==> src/rtl/cache_way_data_select.sv <==
// N-way read-data selector for the set-associative data cache: registers the hitting way's word,
// pulses valid/miss, flags multi-way hits and keeps saturating hit/miss statistics.
//
// state  | meaning
// IDLE   | no lookup was sampled on the previous edge; both result pulses are low
// RESULT | a lookup was sampled on the previous edge; exactly one of DataValid_H / Miss_H is high
module cache_way_data_select #(
   parameter int WAYS   = 8,
   parameter int DATA_W = 16,
   parameter int CNT_W  = 16,
   parameter int WAY_W  = $clog2(WAYS)
) (
   input  logic                   Clock,
   input  logic                   Reset_H,
   input  logic                   Lookup_H,
   input  logic [WAYS-1:0]        ValidHit_H,
   input  logic [WAYS*DATA_W-1:0] Block_In,
   input  logic                   ClearStats_H,
   output logic [DATA_W-1:0]      DataOut,
   output logic                   DataValid_H,
   output logic                   Miss_H,
   output logic [WAY_W-1:0]       HitWay,
   output logic                   MultiHitErr_H,
   output logic [CNT_W-1:0]       HitCount,
   output logic [CNT_W-1:0]       MissCount
);

   typedef enum logic {IDLE, RESULT} state_t;

   state_t            state;
   logic              any_hit;
   logic              multi_hit;
   logic              single_hit;
   logic [WAY_W-1:0]  sel_way;
   logic [DATA_W-1:0] sel_data;

   // Clearing the lowest set bit leaves something only when two or more ways hit.
   assign any_hit    = |ValidHit_H;
   assign multi_hit  = |(ValidHit_H & (ValidHit_H - WAYS'(1)));
   assign single_hit = any_hit && !multi_hit;

   // OR-reduction mux; only consumed when exactly one way hits.
   always_comb begin
      sel_way  = '0;
      sel_data = '0;
      for (int i = 0; i < WAYS; i++) begin
         if (ValidHit_H[i]) begin
            sel_way  = sel_way | WAY_W'(i);
            sel_data = sel_data | Block_In[i*DATA_W +: DATA_W];
         end
      end
   end

   always_ff @(posedge Clock) begin
      if (Reset_H) begin
         state         <= IDLE;
         DataOut       <= '0;
         DataValid_H   <= 1'b0;
         Miss_H        <= 1'b0;
         HitWay        <= '0;
         MultiHitErr_H <= 1'b0;
         HitCount      <= '0;
         MissCount     <= '0;
      end else begin
         DataValid_H <= 1'b0;
         Miss_H      <= 1'b0;

         case (state)
            IDLE:    state <= Lookup_H ? RESULT : IDLE;
            RESULT:  state <= Lookup_H ? RESULT : IDLE;
            default: state <= IDLE;
         endcase

         if (Lookup_H) begin
            if (single_hit) begin
               DataOut     <= sel_data;
               HitWay      <= sel_way;
               DataValid_H <= 1'b1;
            end else begin
               Miss_H <= 1'b1;
            end
         end

         // A clear in the same cycle wins over the statistics update of a lookup.
         if (ClearStats_H) begin
            HitCount      <= '0;
            MissCount     <= '0;
            MultiHitErr_H <= 1'b0;
         end else if (Lookup_H) begin
            if (single_hit) begin
               if (HitCount != '1) HitCount <= HitCount + CNT_W'(1);
            end else begin
               if (MissCount != '1) MissCount <= MissCount + CNT_W'(1);
               if (multi_hit) MultiHitErr_H <= 1'b1;
            end
         end
      end
   end

endmodule

==> config.mk <==
export PLATFORM = sky130hd
export DESIGN_NAME = cache_way_data_select
export DESIGN_NICKNAME = d
export VERILOG_FILES = /design/src/rtl/cache_way_data_select.sv
export SDC_FILE = /design/constraint.sdc
export NUM_CORES = 1
export LEC_CHECK = 0
export CAP_MARGIN = 20
export CORE_UTILIZATION = 25
export DETAILED_ROUTE_END_ITERATION = 7
export HOLD_SLACK_MARGIN = 0.03
export SYNTH_ARGS = -nofsm -noshare
export SYNTH_HDL_FRONTEND = slang
export SYNTH_SLANG_ARGS = --single-unit
==> constraint.sdc <==
create_clock -name Clock -period 3.4 [get_ports Clock]
set_input_delay 0.68 -clock Clock [delete_from_list [all_inputs] [get_ports Clock]]
set_output_delay 0.68 -clock Clock [all_outputs]
set_load 0.01 [all_outputs]
# --- After elaboration in Yosys (flattened, before gate mapping) ---
# Cells that the tools add are included.
totals:
  register_bits: 54
  input_bits: 140
  output_inout_bits: 54
  elab_cells: 49
classes:
  n_addsub: 3
  n_eq_ne: 2
  muxes: 17
  n_bitwise: 10
  n_reduce_logical: 10
op_table:
  columns: ["cell", "n"]
  rows:
  - ["$mux W16", 8]
  - ["$or A16 B16 Y16", 7]
  - ["$add A16 B1 Y16 const B", 2]
  - ["$ne A16 B16 Y1 const B", 2]
  - ["$reduce_or A8 Y1", 2]
  - ["$mux W3", 4]
  - ["$reduce_and A3 Y1", 3]
  - ["$and A8 B8 Y8", 1]
  - ["$sub A8 B1 Y8 const B", 1]
  - ["$mux W2", 2]
  - ["$reduce_or A2 Y1", 2]
  - ["$mux W1", 3]
  - ["$not A1 Y1", 2]
  - ["$reduce_and A2 Y1", 1]
  - ["$logic_and A1 B1 Y1", 1]
  - ["$logic_not A1 Y1", 1]

# --- Depth between registers and ports, before layout ---
depth:
  ltp_word: 15
  depth_mapped: 8

# --- Worst setup path after synthesis ---
# Ideal clock, no wire load.
synth_timing:
  path_type: "input-to-reg"
  from: "input ValidHit_H[7]"
  to: "register MissCount[1]"
  setup_time_ps: 128
  arrival_time_ps: 2372
  required_ps: 3272
  slack_ps: 900
  path_stages: 8
  path_cell_list: "buf_2 or4_4 a2111oi_4 a211oi_2 o21ai_4 buf_6 mux2i_1 nor2_1"
synth_via:
  elab_chain_cells: 7
  elab_cells_between_ends: 8
  cone_classes: "add/sub (1); bitwise (2); reduce/logical (5)"
synth_rtl:
  columns: ["item", "line", "source"]
  rows:
  - ["from (decl)", "16", "input logic [WAYS-1:0] ValidHit_H,"]
  - ["$sub A8 B1 Y8", "39", "assign multi_hit = |(ValidHit_H & (ValidHit_H - WAYS'(1)));"]
  - ["$and A8 B8 Y8", "39", null]
  - ["$reduce_or A8 Y1", "39", null]
  - ["$logic_not A1 Y1", "40", "assign single_hit = any_hit && !multi_hit;"]
  - ["$logic_and A1 B1 Y1 (*)", "40", null]
  - ["$not A1 Y1 (no source line) (*)", null, null]
  - ["$reduce_and A3 Y1 (no source line) (*)", null, null]
  - ["to (signal assigned)", "93", "if (MissCount != '1) MissCount <= MissCount + CNT_W'(1);"]
  - ["to (decl)", "25", "output logic [CNT_W-1:0] MissCount"]
# Mark *: on every way between the ends. The rest lies on a longest branch, timed or not.
# A chain may end at the register's enable or synchronous reset.

# --- Worst setup path in the final report ---
layout_timing:
  from: "input ValidHit_H[2]"
  to: "register MissCount[5]"
# Same word-level chain as after synthesis.

==> flow_metrics.py <==
metrics = {
    "outcome": {
        "status": "finished clean",
    },
    "cts": {
        "htree_levels": 2,
        "holdBufCountCts": 0,
        "clock-sinks": 54,
        "root_buffer": "clkbuf_16",
        "clk_pin_slew_ps": 70,
        "cts_setup_buffers": 0,
        "clock_path_buffers": 2,
        "ctsResizeCount": 0,
        "cts_inserted_buffers": 5,
        "insertion_delay_ps": 290,
        "cts_tree": "yes",
    },
    "yosys": {
        "ys_seq_area_frac": 0.338,
        "syn_avg_cell_area_um2": 8.59,
        "synth-edff-count": 0,
        "synthArstFlopShare": 0,
        "ys_ff_latch": 54,
        "synth_top_flop_cell": "dfxtp_1",
        "synth.top_cell.area_share": 0.338,
        "synth_top_area_cell": "dfxtp_1",
        "syn_inst": 372,
        "synth_nets": 514,
        "yosys_warnings": 0,
        "yosys-top-cells-area": "dfxtp_1 (34%), a221oi_1 (8.8%), a22o_1 (8.8%)",
        "yosysUniqueCellTypes": 48,
        "netlist_area_um2": 3200,
    },
    "floorplan": {
        "die_w_um": 115,
        "die_area_um2": 13200,
        "start_util": 0.261,
        "boundaryPins": 194,
        "num_rows": 40,
        "die_h_um": 115,
        "coreArea_um2": 12300,
    },
    "global_route": {
        "grt_overflow": 0,
        "grt_pass1_vias": 3561,
        "grt_pass1_wl_mm": 20.0,
        "grt_max_degree": 39,
        "antenna_found_initial": 0,
        "track_usage": 0.199,
    },
    "setup_path": {
        "worstPathMaxFanout": 19,
        "cp.depth": 7,
        "crit_path_frequent_cell": "or4_1",
        "reg2reg_slack_ps": 1180,
        "max_stage_delay_ps": 600,
        "crit_chain": "clkdlybuf4s50_1 > or4_1 > a21o_1 > nor2_1 > o21ai_4 > or4_1 > a21oi_1",
        "slowest_stage": "or4_1",
        "r2r_cells": 7,
        "worstSetupPathType": "in -> reg",
        "path_delay_family": "simple AND/OR/NAND/NOR gates",
        "worstPathRequired_ps": 3620,
        "cp-end-kind": "flop",
        "crit_path_start_kind": "input pin",
        "worst_ep_arrival_time_ps": 3200,
        "path_buf_inv": 1,
    },
    "cells_and_area": {
        "syn2layout_area_growth_pct": 71.4,
        "fin_area_um2": 5480,
        "post-route-util": 0.447,
        "num-nets-final": 700,
        "antenna_cells": 0,
        "fin_cells": 727,
        "drive_above_1_share": 0.0644,
    },
    "timing": {
        "fin_skew_ps": 4.54,
        "slew_viol_final": 0,
        "max_freq_mhz": 335,
        "worst_slew_margin_rel": 0.513,
        "setup-violations-final": 0,
        "rsz0062_at_grt": "no",
        "tns_ps": 0,
        "fin_crit_sh": 0.877,
        "tightest_slew_ps": 729,
        "period_minus_slack_ps": 2980,
        "hold_viol": 0,
    },
    "route": {
        "ant_nets": 0,
        "drt-initial-drc-count": 249,
        "wl_mm": 13.8,
        "viasPerCell": 5.17,
        "drc": 0,
        "first_pass_iters": 4,
        "via_count": 3758,
        "wl_per_cell_um": 19.0,
    },
    "min_path": {
        "hold_path_class": "reg -> reg",
        "hold_depth": 2,
    },
    "placed_design": {
        "dp.cells": 719,
        "port_buffers": 193,
        "place_area_um2": 5310,
        "hpwl_mm": 10.5,
        "gp_congestion": 0.825,
    },
    "pwr": {
        "power_density_nw_per_um2": 291,
        "p_leak_uw": 0.00185,
        "peakVddDrop_uv": 186,
    },
    "job": {
        "cap_viol_max_count": 0,
    },
}
## cell usage in the layout (no fill, tap or decap), types with 3 or more instances in the layout
cell type and count:
a211oi_1 6, a21oi_1 21, a221oi_1 32, a22o_1 32, a311oi_1 16, a31o_2 3, and3_1 9, and4_1 5
buf_4 14, clkbuf_16 5, clkdlybuf4s50_1 193, dfxtp_1 54, inv_1 5, mux2i_1 3, nand2_1 20, nand3_1 12
nand4_1 3, nor2_1 37, nor3_1 5, nor4_1 6, o21ai_0 12, o21ai_1 5, or2_2 4, or3_1 14
or4_1 5, xnor2_1 5, xor2_1 3
## cell usage after synthesis, types with 4 or more instances
cell / instances
a211oi_1: 6
or4_1: 5
dfxtp_1: 54
o21ai_0: 12
nor2_1: 37
a21oi_1: 21
xnor2_1: 5
buf_6: 4
nor4_1: 6
nor3_1: 5
nand2_1: 20
a22o_1: 32
and3_1: 9
or3_1: 14
buf_2: 4
nand3_1: 12
a311oi_1: 16
or2_2: 4
inv_1: 5
and4_1: 5
a221oi_1: 32
clkbuf_1: 17
o21ai_1: 5
## stage by stage
stage	hold slack, ps	total power [uW]	worst slack, ps
floorplan	505	793	900
global placement	452	1020	200
detailed placement	464	1020	132
CTS	486	1620	432
global route	528	1670	287
finish	485	1590	419
## layer usage
layer	share of wire	vias up	GRT usage	wire length [um]
met5	0	-	0	0
met2	0.47	119	0.317	6480
li1	-	1861	-	-
met1	0.45	1759	0.270	6160
met3	0.061	19	0.0353	842
met4	0.021	0	0.0675	291
## cell type report
| cell class | count | area (um^2) |
|---|---|---|
| Inverter | 5 | 18.8 |
| Fill cell | 1206 | 6780 |
| Sequential cell | 54 | 1080 |
| Multi-Input combinational cell | 284 | 1950 |
| Tap cell | 168 | 210 |
| Clock buffer | 6 | 129 |
| Clock inverter | 2 | 37.5 |
| Timing Repair Buffer | 208 | 2060 |
## worst register-to-register path: stages (launching register included)
cell,delay [ps]
dfxtp_1,350
ha_1,220
nand3_1,160
nor2_1,140
a31oi_1,380
o21ai_4,230
or4_1,520
a21oi_1,160
## kinds of logic (layout without fill, tap and decap cells)
group                      count (synthesis)  in the layout  share of synthesized area
AOI/OAI and AO/OA                        144            144                      0.356
and+or+nand+nor                          125            125                      0.207
DFF                                       54             54                      0.338
buffers and inverters                     34            221                     0.0532
xor gates and xnor gates                   8              8                     0.0219
adders and majority gates                  4              4                     0.0141
muxes                                      3              3                    0.00939
## path summary, 6_finish.rpt
kind | from | to
setup reg to reg | MissCount[0]$_SDFFE_PP0P_ | MissCount[5]$_SDFFE_PP0P_
hold reg to reg | MultiHitErr_H$_SDFFE_PP0P_ | MultiHitErr_H$_SDFFE_PP0P_
setup / recovery | ValidHit_H[2] | MissCount[5]$_SDFFE_PP0P_
hold / removal | MultiHitErr_H$_SDFFE_PP0P_ | MultiHitErr_H$_SDFFE_PP0P_
## registers in the layout (all words and copies together), names as in the netlist
name / cells
MultiHitErr_H: 1
HitCount: 16
DataValid_H: 1
Miss_H: 1
MissCount: 16
DataOut: 16
HitWay: 3
## where the power goes
| part | leakage (uW) | internal, uW | switching (uW) | total (uW) |
|---|---|---|---|---|
| Clock | 0.0000771 | 348 | 237 | 585 |
| Sequential | 0.000436 | 641 | 5.98 | 647 |
| Combinational | 0.00134 | 223 | 140 | 362 |
| Total | 0.00185 | 1210 | 382 | 1590 |
Note: power is estimated with default switching activity, not from simulation.
